**config.mk**
```make
export PLATFORM = sky130hd
export DESIGN_NAME = cnt8_timer_ctrl_flat
export DESIGN_NICKNAME = d
export VERILOG_FILES = /design/src/rtl/cnt8_timer_ctrl_if.sv /design/src/rtl/cnt8_timer_ctrl.sv /design/src/flat_wrapper.sv
export SDC_FILE = /design/constraint.sdc
export NUM_CORES = 1
export LEC_CHECK = 0
export CAP_MARGIN = 20
export CORE_UTILIZATION = 40
export DETAILED_ROUTE_END_ITERATION = 10
export PLACE_DENSITY = 0.77
export SETUP_SLACK_MARGIN = 0.15
export SLEW_MARGIN = 40
export SYNTH_ARGS = -nofsm -noshare
export SYNTH_HDL_FRONTEND = slang
export SYNTH_SLANG_ARGS = --single-unit
export TNS_END_PERCENT = 1
```
**constraint.sdc**
```tcl
create_clock -name clk -period 5.17 [get_ports clk]
set_clock_uncertainty 0.15 [all_clocks]
set_input_delay 0.7755 -clock clk [delete_from_list [all_inputs] [get_ports clk]]
set_output_delay 0.7755 -clock clk [all_outputs]
set_load 0.02 [all_outputs]
```
**src/rtl/cnt8_timer_ctrl_if.sv**
```systemverilog
`default_nettype none
// ============================================================================
//  Module      : cnt8_timer_ctrl_if
//  Description : Bundle between the interval-timer controller, the user logic
//                that starts/stops it and the attached loadable up-counter.
//  Revision    : 1.0  initial release
// ============================================================================
interface cnt8_timer_ctrl_if #(
    parameter int W = 8
);
    // Control from the surrounding logic
    logic         start;
    logic         stop;
    logic         mode;
    logic [W-1:0] len;

    // Counter observation
    logic [W-1:0] cnt_q;
    logic         cnt_co;

    // Counter drive
    logic         cnt_ld;
    logic [W-1:0] cnt_d;
    logic         cnt_ci;

    // Status back to the surrounding logic
    logic         busy;
    logic         tick;
    logic         done;
    logic [W-1:0] remain;
    logic [W-1:0] exp_cnt;

    // Controller side
    modport slave (
        input  start, stop, mode, len, cnt_q, cnt_co,
        output cnt_ld, cnt_d, cnt_ci, busy, tick, done, remain, exp_cnt
    );

    // Environment side (user logic plus counter)
    modport master (
        output start, stop, mode, len, cnt_q, cnt_co,
        input  cnt_ld, cnt_d, cnt_ci, busy, tick, done, remain, exp_cnt
    );
endinterface
`default_nettype wire

```
**src/rtl/cnt8_timer_ctrl.sv**
```systemverilog
`default_nettype none
// ============================================================================
//  Module      : cnt8_timer_ctrl
//  Description : Sequencing controller that turns a W-bit loadable up-counter
//                into a programmable interval timer (one-shot / periodic).
//                The counter is preloaded with the two's complement of the
//                interval length so that its carry-out marks interval end.
//  Revision    : 1.0  initial release
// ============================================================================
module cnt8_timer_ctrl #(
    parameter int W = 8
) (
    input  logic                  clk,
    input  logic                  rst,
    cnt8_timer_ctrl_if.slave      bus
);

    typedef enum logic [1:0] {
        ST_IDLE = 2'd0,
        ST_LOAD = 2'd1,
        ST_RUN  = 2'd2
    } state_t;

    localparam logic [W-1:0] c_ZERO = '0;
    localparam logic [W-1:0] c_ONE  = {{(W-1){1'b0}}, 1'b1};

    // Registered state
    state_t       state_q,   state_d;
    logic         mode_q,    mode_d;
    logic [W-1:0] len_q,     len_d;
    logic         tick_q,    tick_d;
    logic         done_q,    done_d;
    logic [W-1:0] exp_cnt_q, exp_cnt_d;

    // Combinational drive
    logic [W-1:0] w_reload;
    logic         w_cnt_ld;
    logic         w_cnt_ci;
    logic [W-1:0] w_remain;

    // Preload value: counter hits all-ones after exactly len_q enabled
    // cycles; len_q = 0 naturally yields a full 2^W interval.
    assign w_reload = c_ZERO - len_q;

    // Next-state and counter-drive decode
    always_comb begin
        state_d   = state_q;
        mode_d    = mode_q;
        len_d     = len_q;
        exp_cnt_d = exp_cnt_q;
        tick_d    = 1'b0;
        done_d    = 1'b0;
        w_cnt_ld  = 1'b0;
        w_cnt_ci  = 1'b0;
        w_remain  = c_ZERO;

        case (state_q)
            ST_IDLE: begin
                // stop dominates a simultaneous start; nothing is latched
                if (bus.start && !bus.stop) begin
                    len_d     = bus.len;
                    mode_d    = bus.mode;
                    exp_cnt_d = c_ZERO;
                    state_d   = ST_LOAD;
                end
            end

            ST_LOAD: begin
                w_cnt_ld = 1'b1;
                // Whole interval still ahead while the preload happens
                w_remain = len_q;
                state_d  = bus.stop ? ST_IDLE : ST_RUN;
            end

            ST_RUN: begin
                w_cnt_ci = !bus.stop;
                w_remain = c_ZERO - bus.cnt_q;
                if (bus.stop) begin
                    // Abort wins even over a coincident carry: no tick/done
                    state_d = ST_IDLE;
                end else if (bus.cnt_co) begin
                    tick_d    = 1'b1;
                    exp_cnt_d = exp_cnt_q + c_ONE;
                    if (mode_q) begin
                        // Reload on the carry cycle so the period has no gap
                        w_cnt_ld = 1'b1;
                    end else begin
                        done_d  = 1'b1;
                        state_d = ST_IDLE;
                    end
                end
            end

            default: begin
                state_d = ST_IDLE;
            end
        endcase
    end

    // State and registered pulse/status flops
    always_ff @(posedge clk or posedge rst) begin
        if (rst) begin
            state_q   <= ST_IDLE;
            mode_q    <= 1'b0;
            len_q     <= c_ZERO;
            tick_q    <= 1'b0;
            done_q    <= 1'b0;
            exp_cnt_q <= c_ZERO;
        end else begin
            state_q   <= state_d;
            mode_q    <= mode_d;
            len_q     <= len_d;
            tick_q    <= tick_d;
            done_q    <= done_d;
            exp_cnt_q <= exp_cnt_d;
        end
    end

    // Output mapping; load data is held at zero when not loading
    always_comb begin
        bus.cnt_ld  = w_cnt_ld;
        bus.cnt_d   = w_cnt_ld ? w_reload : c_ZERO;
        bus.cnt_ci  = w_cnt_ci;
        bus.busy    = (state_q == ST_LOAD) || (state_q == ST_RUN);
        bus.remain  = w_remain;
        bus.tick    = tick_q;
        bus.done    = done_q;
        bus.exp_cnt = exp_cnt_q;
    end

endmodule
`default_nettype wire

```
**src/flat_wrapper.sv**
```systemverilog
// flat-port wrapper written by rule: the top's interface ports become plain ports
module cnt8_timer_ctrl_flat 
#(
    parameter int W = 8
)
  (clk, rst, bus_start, bus_stop, bus_mode, bus_len, bus_cnt_q, bus_cnt_co, bus_cnt_ld, bus_cnt_d, bus_cnt_ci, bus_busy, bus_tick, bus_done, bus_remain, bus_exp_cnt);
  cnt8_timer_ctrl_if #(.W(W)) bus_i ();
  input  logic clk;
  input  logic rst;
  input wire logic [$bits(bus_i.start)-1:0] bus_start;
  input wire logic [$bits(bus_i.stop)-1:0] bus_stop;
  input wire logic [$bits(bus_i.mode)-1:0] bus_mode;
  input wire logic [$bits(bus_i.len)-1:0] bus_len;
  input wire logic [$bits(bus_i.cnt_q)-1:0] bus_cnt_q;
  input wire logic [$bits(bus_i.cnt_co)-1:0] bus_cnt_co;
  output wire logic [$bits(bus_i.cnt_ld)-1:0] bus_cnt_ld;
  output wire logic [$bits(bus_i.cnt_d)-1:0] bus_cnt_d;
  output wire logic [$bits(bus_i.cnt_ci)-1:0] bus_cnt_ci;
  output wire logic [$bits(bus_i.busy)-1:0] bus_busy;
  output wire logic [$bits(bus_i.tick)-1:0] bus_tick;
  output wire logic [$bits(bus_i.done)-1:0] bus_done;
  output wire logic [$bits(bus_i.remain)-1:0] bus_remain;
  output wire logic [$bits(bus_i.exp_cnt)-1:0] bus_exp_cnt;
  assign bus_i.start = bus_start;
  assign bus_i.stop = bus_stop;
  assign bus_i.mode = bus_mode;
  assign bus_i.len = bus_len;
  assign bus_i.cnt_q = bus_cnt_q;
  assign bus_i.cnt_co = bus_cnt_co;
  assign bus_cnt_ld = bus_i.cnt_ld;
  assign bus_cnt_d = bus_i.cnt_d;
  assign bus_cnt_ci = bus_i.cnt_ci;
  assign bus_busy = bus_i.busy;
  assign bus_tick = bus_i.tick;
  assign bus_done = bus_i.done;
  assign bus_remain = bus_i.remain;
  assign bus_exp_cnt = bus_i.exp_cnt;
  cnt8_timer_ctrl #(.W(W)) u_core (.clk(clk), .rst(rst), .bus(bus_i));
endmodule
```
==> metrics.txt <==
first-pass iteration count of the detailed router 4; power share of the sequential group 0.331; Slew @ Worst Pin 613 ps; commonest non-fill, non-tap cells in the layout 50 x clkdlybuf4s50_1, 21 x dfrtp_1, 14 x inv_1, 14 x nor2_1, 9 x mux2_2; die height ~61 um; antenna violations before repair 0; WL per Instance between 10 and 15 um; clock sink total 21; Setup-failing EPs final 0; hpwl dp 2.71 mm; Iter 0 DRT Violations 66; # Post-CTS Setup Buffers 0; Max Cap Viol 0; std cell rows 20; chip width 60.8 um; fraction of layout cells with a size suffix above 1 0.0735; min cycle time layout 3910 ps; Avg Cell Area, Syn approximately 8.9 um^2; post-synthesis compound-gate area fraction 0.139; post-synthesis sequential area ratio 0.380; CTS max path bufs 2; status finished clean; WL final roughly 3.5 mm; DRC Markers 0; worst-skew pair later-pin latency approximately 300 ps; combinational power share 0.574; Layout Cells excl Fill ~250; Peak VDD IR between 0.0002 and 0.0003 V; Clock power frac 0.096; setup repair after global routing missed its margin no; Slew Limit Headroom 0.589; Async S/R FF share, synth 1.00; Antenna Violating Nets Remaining 0; GPL Wtd Cong just over 0.8; post-synth cell types 37; Core Region 3150 um^2; switch share 0.436; total net switching power ~0.36 mW; Starting Density 0.438; DR vias around 1300; n_diodes 0; Startpoint Class primary input; main combinational cell family by area after synthesis simple AND/OR/NAND/NOR gates; Crit. End Element primary output; main flop type after synthesis dfrtp_1; post-cts hold buffer count 0; HP Class reg -> reg; Die Area 3700 um^2; CP Class in -> out; placed cell count roughly 240; Critical Path Fanout Max 9; Worst Path Required about 4200 ps; CP arrival around 3000 ps; warnings from Yosys 0; post-synthesis instance area approximately 1400 um^2; Internal roughly 0.47 mW; first-pass GRT wire length roughly 5.9 mm; Post-Synth XOR/XNOR Area 0.0824; final hold vios 0; Hold Slack approximately 340 ps; Max Slew Vio Count 0; CTS tree yes; crit share post-route 0.757; Max Fclk between 200 and 300 MHz; clk slew on worst S/H paths 120 ps; commonest non-fill, non-tap cell in the layout clkdlybuf4s50_1; final core occ 0.617; largest net degree at the start of global routing 22; Post-Synthesis Cells ~160; Post-synth EDFFs 0; pwr dens roughly 430 nW/um^2; I/O pin cnt 51; Port Buffer Count 50; leakage approximately 0.82 nW; post-synthesis simple-gate area fraction 0.208; clock root cell clkbuf_4; CTS HTree Levels 1; Yosys reg bits 21; Synth Net Count between 150 and 200; Global Route Usage Sum 0.211; total grt overflow 0; mux share of post-synthesis cell area 0.0805; total power 0.830 mW; vias per std cell between 5 and 6; setup TNS 0 ps; post-CTS resize count 0; layout filler cell count 270; adder-cell share of the synthesized area 0.0543; Area Overhead vs Synth 40.7%; nets 233; vias in the first global route 1287; Num CTS Buffers 3
==> state kept, by name, indices dropped and copies added, names as in the netlist <==
register / cells
u_core.len_q: 8
u_core.bus.tick: 1
u_core.bus.done: 1
u_core.state_q: 2
u_core.mode_q: 1
u_core.bus.exp_cnt: 8
==> synth_stat cells, drive strengths merged, types with 2 or more instances <==
master,instances,area [um^2]
nor4,3,18.8
a21oi,7,35.0
o31ai,3,22.5
a22oi,3,22.5
clkbuf,4,15.0
nor2b,7,43.8
or3,3,18.8
mux2,9,101
inv,15,56.3
or4,4,30.0
a31oi,2,12.5
nor2,14,52.6
dfrtp,21,526
nand2,7,26.3
nor3,2,10.0
ha,6,75.1
xnor2,5,43.8
xor2,8,70.1
o21ai,10,50.1
nand3,6,30.0
==> metal layers <==
| metal | global-route usage | routed length (um) | vias up |
|---|---|---|---|
| met5 | 0 | 0 | - |
| met4 | 0.0552 | 27 | 0 |
| met3 | 0.0362 | 143 | 2 |
| met2 | 0.370 | 1820 | 36 |
| met1 | 0.269 | 1490 | 625 |
| li1 | - | - | 642 |
==> area by class of cell <==
| cell class | instances | area (um^2) | area share |
|---|---|---|---|
| multi-input cells | 114 | 781 | 0.401 |
| inverters | 15 | 56.3 | 0.0289 |
| clock inverters | 1 | 5.00 | 0.00257 |
| clock buffers | 3 | 22.5 | 0.0116 |
| flip-flops and latches | 21 | 526 | 0.270 |
| well taps | 44 | 55.1 | 0.0283 |
| repair buffers | 50 | 500 | 0.257 |
==> cell families after synthesis <==
logic type / count (synthesis)
AOI/OAI and AO/OA: 31
xor gates and xnor gates: 13
adders and majority gates: 6
buffers and inverters: 20
DFF: 21
muxes: 10
and+or+nand+nor: 54
==> stage by stage <==
stage	setup WS (ps)	cell area [um^2]
2_1_floorplan	2270	1380
3_3_place_gp	1340	1920
3_5_place_dp	1240	1920
4_1_cts	1240	1950
5_1_grt	1080	1950
6_report	1260	1950
==> worst max-delay path, stage by stage <==
cell and delay [ps]:
clkdlybuf4s50_1 580, and2b_1 250, and3_1 190, o21ai_1 490, nor2_1 130, clkdlybuf4s50_1 570
==> power groups by stage <==
stage | sequential (mW) | combinational, mW | clock (mW)
floorplan | 0.262 | 0.307 | 0
global placement | 0.275 | 0.466 | 0
detailed placement | 0.277 | 0.479 | 0
CTS | 0.273 | 0.481 | 0.0831
global route | 0.283 | 0.525 | 0.0882
finish | 0.275 | 0.477 | 0.0793
==> final timing paths <==
path / start / endpoint / slack [ps] / cells past startpoint
worst max-delay path: bus_stop / bus_cnt_d[5] / 1260 / 6
worst min-delay path: u_core.mode_q / u_core.bus.done / 340 / 1
worst max register to register: u_core.state_q[0] / u_core.bus.exp_cnt[7] / 2680 / 6
worst min register to register: u_core.mode_q / u_core.bus.done / 340 / 1
max in group asynchronous: rst / u_core.len_q[2] / 3940 / 2
min in group asynchronous: rst / u_core.mode_q / 630 / 2
Power figures use the tool's default switching activity.
